## config.mk

```make
export PLATFORM = sky130hd
export DESIGN_NAME = min_hour_counter_flat
export DESIGN_NICKNAME = d
export VERILOG_FILES = /design/src/rtl/clock_pkg.sv /design/src/rtl/min_hour_counter_if.sv /design/src/rtl/min_hour_counter_rise_detect.sv /design/src/rtl/min_hour_counter.sv /design/src/flat_wrapper.sv
export SDC_FILE = /design/constraint.sdc
export NUM_CORES = 1
export LEC_CHECK = 0
export BUFFER_PORTS_ARGS = -buffer_cell sky130_fd_sc_hd__buf_2
export CORE_UTILIZATION = 49
export CTS_CLUSTER_DIAMETER = 30
export CTS_CLUSTER_SIZE = 8
export DETAILED_ROUTE_END_ITERATION = 10
export PLACE_DENSITY = 0.7
export SYNTH_ARGS = -nofsm -noshare
export SYNTH_HDL_FRONTEND = slang
export SYNTH_HIERARCHICAL = 1
export SYNTH_SLANG_ARGS = --single-unit
export TNS_END_PERCENT = 10
```

## constraint.sdc

```tcl
create_clock -name clk -period 2.3 [get_ports clk]
set_input_delay 0.46 -clock clk [delete_from_list [all_inputs] [get_ports clk]]
set_output_delay 0.46 -clock clk [all_outputs]
set_load 0.02 [all_outputs]
```

## src/rtl/clock_pkg.sv

```systemverilog
// Shared definitions for the clock datapath (seconds counter, minute/hour
// counter, display stage).
//   state_e   : time-set FSM encoding, also driven out as set_state
//   SEC_MAX   : terminal seconds value (wrap marker)
//   MIN_MAX   : terminal minute value
//   HOUR_MAX  : terminal hour value (24-hour clock)
//   CLR_MASK  : cycles of wrap masking after a seconds clear
//   inc_wrap  : compare-then-wrap increment used by every counter field
package clock_pkg;

  typedef enum logic [1:0] {
    ST_RUN      = 2'b00,
    ST_SET_HOUR = 2'b01,
    ST_SET_MIN  = 2'b10
  } state_e;

  localparam int unsigned SEC_MAX  = 59;
  localparam int unsigned MIN_MAX  = 59;
  localparam int unsigned HOUR_MAX = 23;
  localparam int unsigned CLR_MASK = 4;

  // Returns 0 once the value has reached the limit, so a field can never
  // step past its terminal count.
  function automatic logic [5:0] inc_wrap(input logic [5:0] v, input logic [5:0] lim);
    return (v >= lim) ? 6'd0 : v + 6'd1;
  endfunction

endpackage

```

## src/rtl/min_hour_counter_if.sv

```systemverilog
// Bundle between the minute/hour counter and its neighbours.
//   sec_ctr   : seconds value from the seconds counter (1 Hz domain)
//   btn_mode  : debounced mode button level
//   btn_inc   : debounced increment button level
//   min_ctr   : minutes 0..MIN_MAX
//   hour_ctr  : hours 0..HOUR_MAX
//   set_state : 00 RUN, 01 SET_HOUR, 10 SET_MIN
//   sec_clr   : one-cycle clear to the seconds counter
//   min_tick  : one-cycle pulse per wrap-driven minute advance
// master = the surroundings (drives seconds and buttons), slave = the counter.
interface min_hour_counter_if;
  logic [5:0] sec_ctr;
  logic       btn_mode;
  logic       btn_inc;
  logic [5:0] min_ctr;
  logic [4:0] hour_ctr;
  logic [1:0] set_state;
  logic       sec_clr;
  logic       min_tick;

  modport master (
    output sec_ctr, btn_mode, btn_inc,
    input  min_ctr, hour_ctr, set_state, sec_clr, min_tick
  );

  modport slave (
    input  sec_ctr, btn_mode, btn_inc,
    output min_ctr, hour_ctr, set_state, sec_clr, min_tick
  );
endinterface

```

## src/rtl/min_hour_counter_rise_detect.sv

```systemverilog
// Single-bit rising-edge detector for clk-synchronous button levels.
//   clk, reset : system clock, asynchronous active-high reset
//   level      : input level
//   rise       : high in the cycle where level is 1 and was 0 the cycle before
// History resets to 1 so a button held through reset release is not an edge.
module rise_detect (
  input  logic clk,
  input  logic reset,
  input  logic level,
  output logic rise
);

  logic hist_q;
  logic hist_d;

  always_comb begin
    hist_d = level;
  end

  assign rise = level & ~hist_q;

  // NOTE: flops use non-blocking (<=) so every register samples pre-edge values.
  always_ff @(posedge clk or posedge reset) begin
    if (reset) hist_q <= 1'b1;
    else       hist_q <= hist_d;
  end

endmodule

```

## src/rtl/min_hour_counter.sv

```systemverilog
// Minute/hour stage of the clock, downstream of the seconds counter.
//   clk   : system clock (much faster than 1 Hz)
//   reset : asynchronous, active-high
//   bus   : min_hour_counter_if.slave (seconds in, buttons in, time/state out)
// Seconds are double-sampled and only accepted when two samples agree, so a
// mid-transition bus value is never seen. A stable 59 -> 0 advances minutes
// (and hours) in RUN. The set FSM lets btn_inc edit hours then minutes; on
// leaving SET_MIN a one-cycle sec_clr is issued and wrap detection is masked
// for CLR_MASK cycles so the forced 59 -> 0 does not count as a minute.
module min_hour_counter #(
  parameter int unsigned SEC_MAX  = clock_pkg::SEC_MAX,
  parameter int unsigned MIN_MAX  = clock_pkg::MIN_MAX,
  parameter int unsigned HOUR_MAX = clock_pkg::HOUR_MAX,
  parameter int unsigned CLR_MASK = clock_pkg::CLR_MASK
) (
  input logic               clk,
  input logic               reset,
  min_hour_counter_if.slave bus
);
  import clock_pkg::*;

  localparam int         MASK_W     = (CLR_MASK < 1) ? 1 : $clog2(CLR_MASK + 1);
  localparam logic [5:0] SEC_MAX_V  = 6'(SEC_MAX);
  localparam logic [5:0] MIN_MAX_V  = 6'(MIN_MAX);
  localparam logic [5:0] HOUR_MAX_V = 6'(HOUR_MAX);
  localparam logic [MASK_W-1:0] CLR_MASK_V = MASK_W'(CLR_MASK);

  logic [5:0]        s1_q, s1_d, s2_q, s2_d, stable_q, stable_d;
  logic [5:0]        min_q, min_d;
  logic [4:0]        hour_q, hour_d;
  state_e            state_q, state_d;
  logic              sec_clr_q, sec_clr_d;
  logic              min_tick_q, min_tick_d;
  logic [MASK_W-1:0] mask_q, mask_d;
  logic              mode_rise, inc_rise, wrap;

  rise_detect u_mode_rise (.clk(clk), .reset(reset), .level(bus.btn_mode), .rise(mode_rise));
  rise_detect u_inc_rise  (.clk(clk), .reset(reset), .level(bus.btn_inc),  .rise(inc_rise));

  // Wrap fires on the edge where sec_stable moves from SEC_MAX to 0.
  assign wrap = (stable_q == SEC_MAX_V) && (s1_q == s2_q) && (s1_q == 6'd0) &&
                (mask_q == '0);

  // NOTE: every always_comb output gets a default first so no latch is inferred.
  always_comb begin
    s1_d       = bus.sec_ctr;
    s2_d       = s1_q;
    stable_d   = (s1_q == s2_q) ? s1_q : stable_q;
    min_d      = min_q;
    hour_d     = hour_q;
    state_d    = state_q;
    sec_clr_d  = 1'b0;
    min_tick_d = 1'b0;
    mask_d     = (mask_q != '0) ? mask_q - 1'b1 : '0;

    case (state_q)
      ST_RUN: begin
        // Wrap still applies on the same edge a mode press leaves RUN.
        if (wrap) begin
          min_tick_d = 1'b1;
          if (min_q >= MIN_MAX_V) begin
            min_d  = 6'd0;
            hour_d = 5'(inc_wrap({1'b0, hour_q}, HOUR_MAX_V));
          end else begin
            min_d = min_q + 6'd1;
          end
        end
        if (mode_rise) state_d = ST_SET_HOUR;
      end
      ST_SET_HOUR: begin
        if (mode_rise)     state_d = ST_SET_MIN;
        else if (inc_rise) hour_d  = 5'(inc_wrap({1'b0, hour_q}, HOUR_MAX_V));
      end
      ST_SET_MIN: begin
        if (mode_rise) begin
          state_d   = ST_RUN;
          sec_clr_d = 1'b1;
          // Mask is live during the sec_clr cycle itself and counts down after.
          mask_d    = CLR_MASK_V;
        end else if (inc_rise) begin
          min_d = inc_wrap(min_q, MIN_MAX_V);
        end
      end
      default: state_d = ST_RUN;
    endcase
  end

  always_ff @(posedge clk or posedge reset) begin
    if (reset) begin
      s1_q       <= '0;
      s2_q       <= '0;
      stable_q   <= '0;
      min_q      <= '0;
      hour_q     <= '0;
      state_q    <= ST_RUN;
      sec_clr_q  <= 1'b0;
      min_tick_q <= 1'b0;
      mask_q     <= '0;
    end else begin
      s1_q       <= s1_d;
      s2_q       <= s2_d;
      stable_q   <= stable_d;
      min_q      <= min_d;
      hour_q     <= hour_d;
      state_q    <= state_d;
      sec_clr_q  <= sec_clr_d;
      min_tick_q <= min_tick_d;
      mask_q     <= mask_d;
    end
  end

  assign bus.min_ctr   = min_q;
  assign bus.hour_ctr  = hour_q;
  assign bus.set_state = state_q;
  assign bus.sec_clr   = sec_clr_q;
  assign bus.min_tick  = min_tick_q;

endmodule

```

## src/flat_wrapper.sv

```systemverilog
// flat-port wrapper written by rule: the top's interface ports become plain ports
module min_hour_counter_flat import clock_pkg::*;
#(
  parameter int unsigned SEC_MAX  = clock_pkg::SEC_MAX,
  parameter int unsigned MIN_MAX  = clock_pkg::MIN_MAX,
  parameter int unsigned HOUR_MAX = clock_pkg::HOUR_MAX,
  parameter int unsigned CLR_MASK = clock_pkg::CLR_MASK
)
  (clk, reset, bus_sec_ctr, bus_btn_mode, bus_btn_inc, bus_min_ctr, bus_hour_ctr, bus_set_state, bus_sec_clr, bus_min_tick);
  min_hour_counter_if bus_i ();
  input logic clk;
  input logic reset;
  input wire logic [$bits(bus_i.sec_ctr)-1:0] bus_sec_ctr;
  input wire logic [$bits(bus_i.btn_mode)-1:0] bus_btn_mode;
  input wire logic [$bits(bus_i.btn_inc)-1:0] bus_btn_inc;
  output wire logic [$bits(bus_i.min_ctr)-1:0] bus_min_ctr;
  output wire logic [$bits(bus_i.hour_ctr)-1:0] bus_hour_ctr;
  output wire logic [$bits(bus_i.set_state)-1:0] bus_set_state;
  output wire logic [$bits(bus_i.sec_clr)-1:0] bus_sec_clr;
  output wire logic [$bits(bus_i.min_tick)-1:0] bus_min_tick;
  assign bus_i.sec_ctr = bus_sec_ctr;
  assign bus_i.btn_mode = bus_btn_mode;
  assign bus_i.btn_inc = bus_btn_inc;
  assign bus_min_ctr = bus_i.min_ctr;
  assign bus_hour_ctr = bus_i.hour_ctr;
  assign bus_set_state = bus_i.set_state;
  assign bus_sec_clr = bus_i.sec_clr;
  assign bus_min_tick = bus_i.min_tick;
  min_hour_counter #(.SEC_MAX(SEC_MAX), .MIN_MAX(MIN_MAX), .HOUR_MAX(HOUR_MAX), .CLR_MASK(CLR_MASK)) u_core (.clk(clk), .reset(reset), .bus(bus_i));
endmodule
```

==> summary.md <==
| Metric | Value |
|---|---|
| Routed wire length | `2.89 mm` |
| DR vias | `1176` |
| Synth cell types | `40` |
| Worst setup EP type | `flip-flop` |
| Compound-cell area share of the yosys netlist | `10.6%` |
| Post-Synth Adder-Cell Area | `2.04%` |
| Worst-Margin Slew | `0.447 ns` |
| Total power | `2.26 mW` |
| Cts hold-fix bufs | `0` |
| Initial Util | `51.6%` |
| Setup-failing EPs final | `0` |
| Post-CTS resize count | `0` |
| Layout Cells excl Fill | `222` |
| Flop-to-flop setup slack | `0.36 ns` |
| Tmin final | `1.94 ns` |
| Synthesized area per cell | `12.2 um^2` |
| RSZ-0062 raised after global routing | `no` |
| Clock tree from TritonCTS | `done` |
| Worst VDD drop | `0.489 mV` |
| WL/cell | `13.0 um` |
| Clock-pin slew on the worst setup and hold paths | `0.11 ns` |
| Diode count | `0` |
| Arr. time, crit path | `2.17 ns` |
| Placed cell area | `1920 um^2` |
| Largest family of logic cells by synthesized area | `simple AND/OR/NAND/NOR gates` |
| Synthesized flop and latch total | `38` |
| GPL Wtd Cong | `0.821` |
| Yosys warns | `6` |
| Post-CTS setup buffers | `0` |
| Die area | `3750 um^2` |
| Clock Path Buffers | `2` |
| Post-synthesis sequential area ratio | `55.4%` |
| Post-Synth XOR/XNOR Area | `3.56%` |
| Crit-path max FO | `5` |
| H-Tree Depth | `2` |
| Num CTS Buffers | `5` |
| Worst setup SP type | `flip-flop` |
| Routed Antenna Nets | `0` |
| Placed Cells | `214` |
| Clk Latency, worst-skew pair | `0.35 ns` |
| Relative slew slack | `70.2%` |
| Core region area | `3340 um^2` |
| Mapped cell area | `1720 um^2` |
| Drt pass-1 iters | `4` |
| FP Rows | `21` |
| Total track usage | `18.1%` |
| First-pass GRT wire length | `4.77 mm` |
| Setup TNS | `0 ns` |
| Number of placed I/O pins | `25` |
| Via-per-instance ratio | `5.30` |
| Worst Hold Class | `in2async` |
| Iter 0 DRT Violations | `70` |
| WHS | `0.0981 ns` |
| Filler Cell Count | `287` |
| Die Wd | `61.3 um` |
| Total gr overflow | `0` |
| Worst Skew | `0.0112 ns` |
| Worst reg2reg path depth | `6` |
| Post-Synth Simple-Gate Area | `19.7%` |
| Worst endpoint required time | `2.53 ns` |
| F_max | `0.515 GHz` |
| P_leak | `0.963 nW` |
| Final nets | `187` |
| Max-slew violation count | `0` |
| Synth Instances | `141` |
| Power Density | `1110 nW/um^2` |
| Antenna violations before repair | `0` |
| Setup CP Type | `reg2reg` |
| Hold Vio Cnt, Final | `0` |
| Post-route cell area | `2030 um^2` |
| Largest net degree at the start of global routing | `37` |
| Vias in the first global route | `1066` |
| DR DRC count | `0` |
| Net Count, Synth | `153` |
| Height of the die | `61.3 um` |
| Layout cells sized above 1 | `32.4%` |
| Clock sink total | `38` |
| Port buffer count | `24` |
| Final HPWL DP | `2.12 mm` |
| Period utilisation layout | `84.5%` |
| Max-Cap Viols | `0` |
| Area growth from synthesis to final layout | `18.1%` |
| Portion of netlist area occupied by mux cells | `6.25%` |
| Status | `completed` |
| Clk root buf | `clkbuf_4` |
-- flip-flops by register name (all words and copies together), names as in the netlist --
name and flops:
u_core/bus.min_ctr 6, u_core/stable_q 6, u_core/bus.sec_clr 1, u_core/mask_q 3, u_core/s1_q 6, u_core/s2_q 6, u_core/bus.min_tick 1, u_core/bus.hour_ctr 5
u_core/bus.set_state 2, u_core/u_mode_rise/hist_q 1, u_core/u_inc_rise/hist_q 1
-- kinds of logic (layout without fill, tap and decap cells) --
kind of cell,count (synthesis),count (layout)
AOI/OAI and AO/OA,25,25
and+or+nand+nor,47,47
DFF,38,38
buffers and inverters,11,46
xor gates and xnor gates,7,7
adders and majority gates,3,3
muxes,10,10
-- power breakdown --
group	leakage (nW)	internal (mW)	total, mW	switching, mW
clock	0.0585	0.368	0.578	0.210
sequential	0.464	0.822	0.992	0.170
combinational	0.441	0.312	0.693	0.381
total	0.963	1.50	2.26	0.761
-- routing by layer --
layer	global-route usage (%)	part of all wire, %	vias to the layer above
met2	29.8	50	25
met1	21.8	44	572
li1	-	-	573
met4	6.82	1.7	0
met3	6.51	4.4	6
met5	0	0	-
-- critical path, cell delays in order (launching register included) --
cell	delay [ns]
dfrtp_1	0.44
ha_1	0.25
o2111ai_1	0.25
nand3b_1	0.27
nor4_4	0.26
a2bb2o_4	0.24
o2bb2ai_1	0.11
-- cell usage after synthesis --
master     count  share of area (%)
dfrtp_1       36                 52
inv_1         11                2.4
nand2_1        8                1.7
o21ai_0        8                2.3
nor2_1         7                1.5
xnor2_1        7                3.6
mux2_2         6                3.9
mux2i_1        4                2.3
o2bb2ai_1      4                2.0
a21oi_1        3               0.87
a2bb2oi_1      3                1.5
and3_1         3                1.1
nand3_1        3               0.87
nand3b_1       3                1.3
dfstp_2        2                3.1
ha_1           2                1.5
nand2b_1       2               0.73
nor2_2         2               0.73
nor2b_4        2                1.6
nor4_2         2                1.5
nor4_4         2                2.5
o2111ai_1      2                1.0
o211ai_1       2               0.87
a21o_1         1               0.44
a2bb2o_4       1                1.2
and2_1         1               0.36
and4_1         1               0.51
and4bb_2       1               0.73
maj3_1         1               0.58
nand3_2        1               0.58
nand4_1        1               0.36
nand4_2        1               0.73
nor3_1         1               0.29
nor3b_1        1               0.44
nor4_1         1               0.36
nor4bb_1       1               0.58
o22ai_1        1               0.36
or2_2          1               0.36
or3_1          1               0.36
or3b_2         1               0.51
-- stage by stage --
| step | setup WS [ns] | utilization [%] |
|---|---|---|
| 6_report | 0.357 | 60.9 |
| 5_1_grt | 0.198 | 60.9 |
| 4_1_cts | 0.345 | 60.9 |
| 3_5_place_dp | 0.379 | 57.6 |
| 3_3_place_gp | 0.479 | 57.6 |
| 2_1_floorplan | 0.422 | - |
-- cell type report --
type | count | area [um^2] | share of cell area, %
clock buffers | 6 | 51.3 | 2.52
clock inverters | 2 | 60.1 | 2.96
inverters | 11 | 41.3 | 2.03
multi-input cells | 92 | 726 | 35.7
flip-flops and latches | 38 | 953 | 46.9
well taps | 46 | 57.6 | 2.83
repair buffers | 27 | 143 | 7.02
-- cells in the final DEF (no fill, tap or decap), types with 2 or more instances in the layout --
master	instances
mux2_2	6
nand3b_1	3
clkbuf_4	5
nor4_4	2
buf_4	3
ha_1	2
dfstp_2	2
nand2_1	8
nor2b_4	2
o21ai_0	8
a21oi_1	3
nand2b_1	2
bufinv_16	2
nor2_2	2
xnor2_1	7
a2bb2oi_1	3
nor4_2	2
inv_1	11
o2bb2ai_1	4
mux2i_1	4
nor2_1	7
and3_1	3
dfrtp_1	36
o211ai_1	2
o2111ai_1	2
buf_2	24
nand3_1	3
-- worst paths after layout --
kind                                             from                         to
max in group asynchronous                       reset        u_core/bus.min_tick
min in group clk                         bus_btn_mode  u_core/u_mode_rise/hist_q
worst max-delay path            u_core/bus.min_ctr[1]     u_core/bus.hour_ctr[3]
worst max register to register  u_core/bus.min_ctr[1]     u_core/bus.hour_ctr[3]
worst min register to register         u_core/s1_q[2]             u_core/s2_q[2]
worst min-delay path                            reset   u_core/u_inc_rise/hist_q
Note: power is estimated with default switching activity, not from simulation.
